`src/rtl/ssd_scan_ctrl.sv`:
```
// Multiplexed 7-segment scan controller: one shared decoder across DIGITS common-anode
// digits, with a blanking gap between digits and frame-aligned double-buffered updates.
module ssd_scan_ctrl #(
    parameter int DIGITS       = 4,
    parameter int REFRESH_DIV  = 50000,
    parameter int BLANK_CYCLES = 16
) (
    input  logic                      clk,
    input  logic                      rst_n,
    input  logic                      en,
    input  logic                      load,
    input  logic [4*DIGITS-1:0]       value,
    input  logic [DIGITS-1:0]         blank_mask,
    output logic [3:0]                nibble,
    output logic [DIGITS-1:0]         anode,
    output logic [$clog2(DIGITS)-1:0] digit_idx,
    output logic                      frame_done
);

    localparam int IW   = $clog2(DIGITS);
    localparam int CMAX = (REFRESH_DIV > BLANK_CYCLES) ? REFRESH_DIV : BLANK_CYCLES;
    localparam int CW   = (CMAX > 1) ? $clog2(CMAX) : 1;

    typedef enum logic [1:0] {IDLE, BLANK, SHOW} state_t;

    state_t              state, state_nxt;
    logic [IW-1:0]       idx, idx_nxt;
    logic [CW-1:0]       cnt, cnt_nxt;
    logic [4*DIGITS-1:0] shadow, shadow_nxt;
    logic [4*DIGITS-1:0] pending, pending_nxt;
    logic                pending_vld, pending_vld_nxt;
    logic                wrap;
    logic [3:0]          nibble_nxt;
    logic [DIGITS-1:0]   anode_nxt;

    always_comb begin
        state_nxt       = state;
        idx_nxt         = idx;
        cnt_nxt         = cnt;
        shadow_nxt      = shadow;
        pending_nxt     = pending;
        pending_vld_nxt = pending_vld;
        wrap            = 1'b0;

        if (!en) begin
            state_nxt = IDLE;
            idx_nxt   = '0;
            cnt_nxt   = '0;
        end else begin
            case (state)
                IDLE: begin
                    state_nxt = BLANK;
                    idx_nxt   = '0;
                    cnt_nxt   = '0;
                end
                BLANK: begin
                    if (cnt == CW'(BLANK_CYCLES - 1)) begin
                        state_nxt = SHOW;
                        cnt_nxt   = '0;
                    end else begin
                        cnt_nxt = cnt + CW'(1);
                    end
                end
                SHOW: begin
                    if (cnt == CW'(REFRESH_DIV - 1)) begin
                        state_nxt = BLANK;
                        cnt_nxt   = '0;
                        if (idx == IW'(DIGITS - 1)) begin
                            idx_nxt = '0;
                            wrap    = 1'b1;
                        end else begin
                            idx_nxt = idx + IW'(1);
                        end
                    end else begin
                        cnt_nxt = cnt + CW'(1);
                    end
                end
                default: begin
                    state_nxt = IDLE;
                    idx_nxt   = '0;
                    cnt_nxt   = '0;
                end
            endcase
        end

        // A load that coincides with the wrap beats any older pending value.
        if (state == IDLE) begin
            if (load) begin
                shadow_nxt      = value;
                pending_vld_nxt = 1'b0;
            end
        end else if (wrap) begin
            if (load) begin
                shadow_nxt = value;
            end else if (pending_vld) begin
                shadow_nxt = pending;
            end
            pending_vld_nxt = 1'b0;
        end else if (load) begin
            pending_nxt     = value;
            pending_vld_nxt = 1'b1;
        end

        // Outputs are registered from next-state so anodes follow state on the same edge.
        nibble_nxt = 4'h0;
        anode_nxt  = '1;
        for (int i = 0; i < DIGITS; i++) begin
            if (idx_nxt == IW'(i)) begin
                nibble_nxt = shadow_nxt[4*i +: 4];
                if (state_nxt == SHOW && !blank_mask[i]) begin
                    anode_nxt[i] = 1'b0;
                end
            end
        end
    end

    always_ff @(posedge clk or negedge rst_n) begin
        if (!rst_n) begin
            state       <= IDLE;
            idx         <= '0;
            cnt         <= '0;
            shadow      <= '0;
            pending     <= '0;
            pending_vld <= 1'b0;
            nibble      <= 4'h0;
            anode       <= '1;
            digit_idx   <= '0;
            frame_done  <= 1'b0;
        end else begin
            state       <= state_nxt;
            idx         <= idx_nxt;
            cnt         <= cnt_nxt;
            shadow      <= shadow_nxt;
            pending     <= pending_nxt;
            pending_vld <= pending_vld_nxt;
            nibble      <= nibble_nxt;
            anode       <= anode_nxt;
            digit_idx   <= idx_nxt;
            frame_done  <= wrap;
        end
    end

endmodule

```
`config.mk`:
```
export PLATFORM = sky130hd
export DESIGN_NAME = ssd_scan_ctrl
export DESIGN_NICKNAME = d
export VERILOG_FILES = /design/src/rtl/ssd_scan_ctrl.sv
export SDC_FILE = /design/constraint.sdc
export NUM_CORES = 1
export LEC_CHECK = 0
export BUFFER_PORTS_ARGS = -buffer_cell sky130_fd_sc_hd__buf_2
export CAP_MARGIN = 20
export CELL_PAD_IN_SITES_DETAIL_PLACEMENT = 0
export CELL_PAD_IN_SITES_GLOBAL_PLACEMENT = 1
export CORE_AREA = 5 5 91 93
export CTS_CLUSTER_SIZE = 25
export DETAILED_ROUTE_END_ITERATION = 6
export DIE_AREA = 0 0 96 98
export PLACE_DENSITY_LB_ADDON = 0.1
export SLEW_MARGIN = 0
export SYNTH_ARGS = -nofsm -noshare
export SYNTH_HDL_FRONTEND = slang
export SYNTH_SLANG_ARGS = --single-unit
```
`constraint.sdc`:
```
create_clock -name clk -period 4.1 [get_ports clk]
set_clock_uncertainty 0.15 [all_clocks]
set_input_delay 0.205 -clock clk [delete_from_list [all_inputs] [get_ports clk]]
set_output_delay 0.205 -clock clk [all_outputs]
set_load 0.005 [all_outputs]
```
Yosys cells after proc, flatten, opt, wreduce, memory -nomap -nowiden
Cells that the tools add are included.

word-level totals
  input bits = 24
  output and inout bits = 11
  bits in registers = 62

operators by class
  bitwise logic cells = 2
  muxes and demuxes = 37
  add/subtract/negate cells = 2
  reduce and logical (&&, ||, !) cells = 13
  eq/ne operators = 10

operators with widths
  cell                   number
  $mux 16                8
  $pmux 16 s2            1
  $add 16x1->16 const B  1
  $eq 16x16->1 const B   1
  $eq 16x4->1 const B    1
  $mux 1                 16
  $mux 4                 4
  $mux 2                 6
  $eq 2x2->1 const B     5
  $pmux 2 s3             1
  $eq 2x1->1 const B     2
  $logic_and 1x1->1      4
  $logic_not 1->1        4
  $logic_not 2->1        2
  $pmux 2 s2             1
  $reduce_and 3->1       1
  $add 2x1->2 const B    1
  $ne 2x2->1 const B     1
  $not 1->1              2
  $reduce_and 2->1       1
  $reduce_bool 2->1      1

Depth between registers and ports, before layout
  depth after elaboration = 11
  depth in mapped cells = 10
  gate-level depth less buffers = 8

Least setup slack after synthesis
Ideal clock, no wire load.

  path type = reg2reg
  start point = register cnt[5]
  end point = register pending[12]
  cell stages (with the launch flop) = 8
  data arrival time = 2695 ps
  setup slack = 1130 ps
  period minus slack after synthesis = 2970 ps
  cells stage by stage = dfrtp_1 > or4_4 > buf_6 > nor4_2 > a21oi_1 > nand2_2 > buf_2 > mux2_2

on the way
  cells in the longest elaborated chain, start to end = 6

ends and longest elaborated chain
  element                     line  RTL
  start: declaration          28    logic [CW-1:0] cnt, cnt_nxt;
  start signal: assignment    132   cnt <= cnt_nxt;
  $eq 16x16->1                65    if (cnt == CW'(REFRESH_DIV - 1)) begin
  $mux 1                      65
  $mux 1                      50    case (state)
  $mux 1                      45    if (!en) begin
  $not 1->1 (no line)         n/a
  $reduce_and 3->1 (no line)  n/a
  end signal: assignment      134   pending <= pending_nxt;
  end: declaration            30    logic [4*DIGITS-1:0] pending, pending_nxt;

Every way passes these cells.
A chain may end at the register's enable or synchronous reset.

Final worst setup path
  start point = register cnt[5]
  end point = register nibble[2]

on the way
  cells in the longest elaborated chain, start to end = 10

ends and longest elaborated chain
  element                  line  RTL
  $eq 16x16->1 (*)         65
  $mux 1                   65
  $mux 1                   50
  $mux 1                   45
  $mux 16                  92    end else if (wrap) begin
  $mux 16                  87    if (state == IDLE) begin
  $mux 4 (3 in a row)      108   if (idx_nxt == IW'(i)) begin
  $mux 4 (*)               108
  named net nibble_nxt[2]  33    logic [3:0] nibble_nxt;
  end signal: assignment   136   nibble <= nibble_nxt;
  end: declaration         14    output logic [3:0] nibble,

The timed path passes the listed nets; every way through them passes the cells marked *.

==> results.toml <==
[clocking]
clk_pin_slew_worst_paths_ps = 70
clockBufferDepth = 2
cts_setup_buffers = 0
cts_tree = "done"
clkSinkCount = 62
cts_root_buf = "clkbuf_8"
htree_levels = 3
cts_buffers = 9
clock_latency_ps = 340

[global_routing]
grt_usage = 0.191
grt_overflow = 0
grt_max_degree = 63
grt_pass1_vias = 2771
antenna_found_initial = 0
grt_pass1_wl_um = 13900

[critical_path]
setup.worst_path.start_class = "flop"
worstSetupPathType = "reg -> reg"
slowest_stage = "or4_4"
regToRegSetupSlack_ps = 810
critPathBufInv = 0
crit_chain = "or4_4 > or4_4 > o311ai_4 > nand3_1 > nor3b_1 > a31oi_1"
endpoint_kind = "flop"
crit_fanout = 11
r2r-start = "cnt[5]"
required_ps = 4160
arrival_ps = 3350
r2r-end = "nibble[2]"
slowest_delay_ps = 670
reg2regPathDepth = 6
crit_top_cell = "or4_4"
cp_top_family = "simple AND/OR/NAND/NOR gates"

[route]
ant_nets = 0
wire_per_inst_um = 17.4
routed_wirelength_um = 8370
remaining_drc_errors = 0
num_vias = 2654
first_iter_violations = 108
routed_via_density = 5.53
drt_pass1_iterations = 4

[sta]
period_share = 0.803
finalMaxSlewViolations = 0
fin_crit_ps = 3290
rsz0062_at_grt = "no"
slew_headroom = 0.470
finalHoldViolCount = 0
setup_tns_ps = 0
setup_viol = 0
max_freq_mhz = 304
timing_worst_slew_pin_value_ps = 795

[floorplan]
die_y_um = 98
core_um2 = 7450
start_util = 0.444
die_width_um = 96
num_rows = 32
pin_count = 35
dieArea_um2 = 9410

[synth]
synth_nets = 353
synth_cell_type_count = 54
yosysTopAreaCell = "dfrtp_1"
ys.flop_type = "dfrtp_1"
yosys_warnings = 0
syn-cell-area_um2 = 3310
async_flop_share = 1.00
avgSynthCellArea_um2 = 10.2
synth_cells = 323
synth.top_cell.area_share = 0.439
synth_area_leaders = "dfrtp_1 (44%), mux2_2 (4.4%), o22ai_1 (3.2%), dfstp_2 (3.2%), nor2_1 (3.2%)"
seq_area_frac_synth = 0.470
ys_seq_elements = 62
synth_edf_count = 0

[layout]
nets = 403
stdcell_area_um2 = 3930
drive_gt1_frac = 0.204
area_growth_pct = 18.6
final_util = 0.527
final_cells = 480
antenna_cells = 0

[place]
place.gp.congestion = 0.769
place_hpwl_um = 5790
io_buffers = 34
dp_cells = 445
place_area_um2 = 3550

[status]
outcome = "finished clean"

[hold_path]
hold_depth = 3
hp-class = "in -> reg"
hp-start = "value[0]"
min_to = "pending[0]"

[power_and_ir_drop]
p_leak_nw = 1.64
p_total_mw = 1.43
ir_worst_vdd_v = 0.000214
p_per_area_nw_per_um2 = 364

[flow_run]
max-cap-violations = 0
cell usage in the layout (no fill, tap or decap), types with 9 or more instances in the layout:
master,count
nand3_1,17
clkbuf_8,12
o22ai_1,17
nor2_1,28
buf_2,34
dlygate4sd3_1,19
dfrtp_1,58
mux2_2,13
nand2b_1,10
and3_1,9
nand2_1,20
inv_1,9
through the flow:
step | hold slack [ps] | worst slack, ps
5_1_grt | 28.6 | 664
6_report | 9.18 | 808
4_1_cts | 6.38 | 837
3_5_place_dp | 253 | 854
3_3_place_gp | 255 | 879
2_1_floorplan | -241 | 1130
routing by layer:
| layer | GRT usage | up-vias | part of all wire |
|---|---|---|---|
| met1 | 0.252 | 1304 | 0.46 |
| li1 | - | 1306 | - |
| met3 | 0.0277 | 10 | 0.023 |
| met2 | 0.319 | 34 | 0.51 |
| met4 | 0.0613 | 0 | 0.012 |
| met5 | 0 | - | 0 |
area by class of cell:
cell class              count  area (um^2)
well taps                 102          128
multi-input cells         233         1630
clock buffers              15          176
fillers                   732         3520
repair buffers             58          398
clock inverters             1         5.00
flip-flops and latches     62         1560
inverters                   9         33.8
kinds of logic (layout without fill, tap and decap cells):
| group | after synthesis | count (layout) | share of synthesized area |
|---|---|---|---|
| and+or+nand+nor | 117 | 117 | 0.189 |
| buffers and inverters | 28 | 83 | 0.0374 |
| muxes | 15 | 15 | 0.0503 |
| adders and majority gates | 6 | 6 | 0.0227 |
| DFF | 62 | 62 | 0.470 |
| xor gates and xnor gates | 14 | 14 | 0.0371 |
| AOI/OAI and AO/OA | 81 | 81 | 0.193 |
cells in the mapped netlist, types with 3 or more instances:
cell / number
dfstp_2: 4
inv_1: 9
nor2_1: 28
o31a_1: 3
and3_1: 9
nand2_1: 20
nand3_1: 17
a21o_1: 3
a311oi_1: 3
a21oi_1: 8
o21ai_0: 7
a2bb2oi_1: 3
o211a_1: 5
dfrtp_1: 58
xnor2_1: 8
a32oi_1: 3
nand4b_1: 3
ha_1: 6
o22ai_1: 17
xor2_1: 6
a31oi_1: 5
nor3b_1: 4
nand2b_1: 10
and2_1: 8
mux2_2: 13
a22o_1: 3
o22a_1: 3
a41oi_1: 3
or4_1: 4
clkbuf_1: 13
buf_2: 3
o41a_1: 3
power by group:
| part | switching, mW | leakage [nW] | internal [mW] |
|---|---|---|---|
| clock network | 0.238 | 0.0937 | 0.269 |
| logic | 0.107 | 0.791 | 0.106 |
| registers | 0.0377 | 0.759 | 0.674 |
| total | 0.382 | 1.64 | 1.05 |
worst max-delay path by stage:
stage,startpoint,to,depth (start not counted)
6_report,cnt[5],nibble[2],6
5_1_grt,cnt[5],nibble[2],6
4_1_cts,cnt[5],nibble[2],6
3_5_place_dp,cnt[5],nibble[2],6
3_3_place_gp,cnt[5],nibble[2],6
2_1_floorplan,cnt[5],pending[12],7
worst reg2reg max path, delay by kind of cell (launching register included):
| kind | cells | cell delay (ps) |
|---|---|---|
| AND/OR/NAND/NOR | 4 | 2030 |
| AO/OA/AOI/OAI | 2 | 550 |
| flip-flops | 1 | 440 |
what timing repair did:
action | 4_1_cts | 5_1_grt
hold buffers | 19 | 0
gates resized for setup | 0 | 0
endpoints found under the hold margin | 76 | 0
state kept, by name, summed over array words and instances, names as in the netlist:
name,count
anode,4
cnt,16
frame_done,1
idx,2
nibble,4
pending,16
pending_vld,1
shadow,16
state,2
Note: power is estimated with default switching activity, not from simulation.
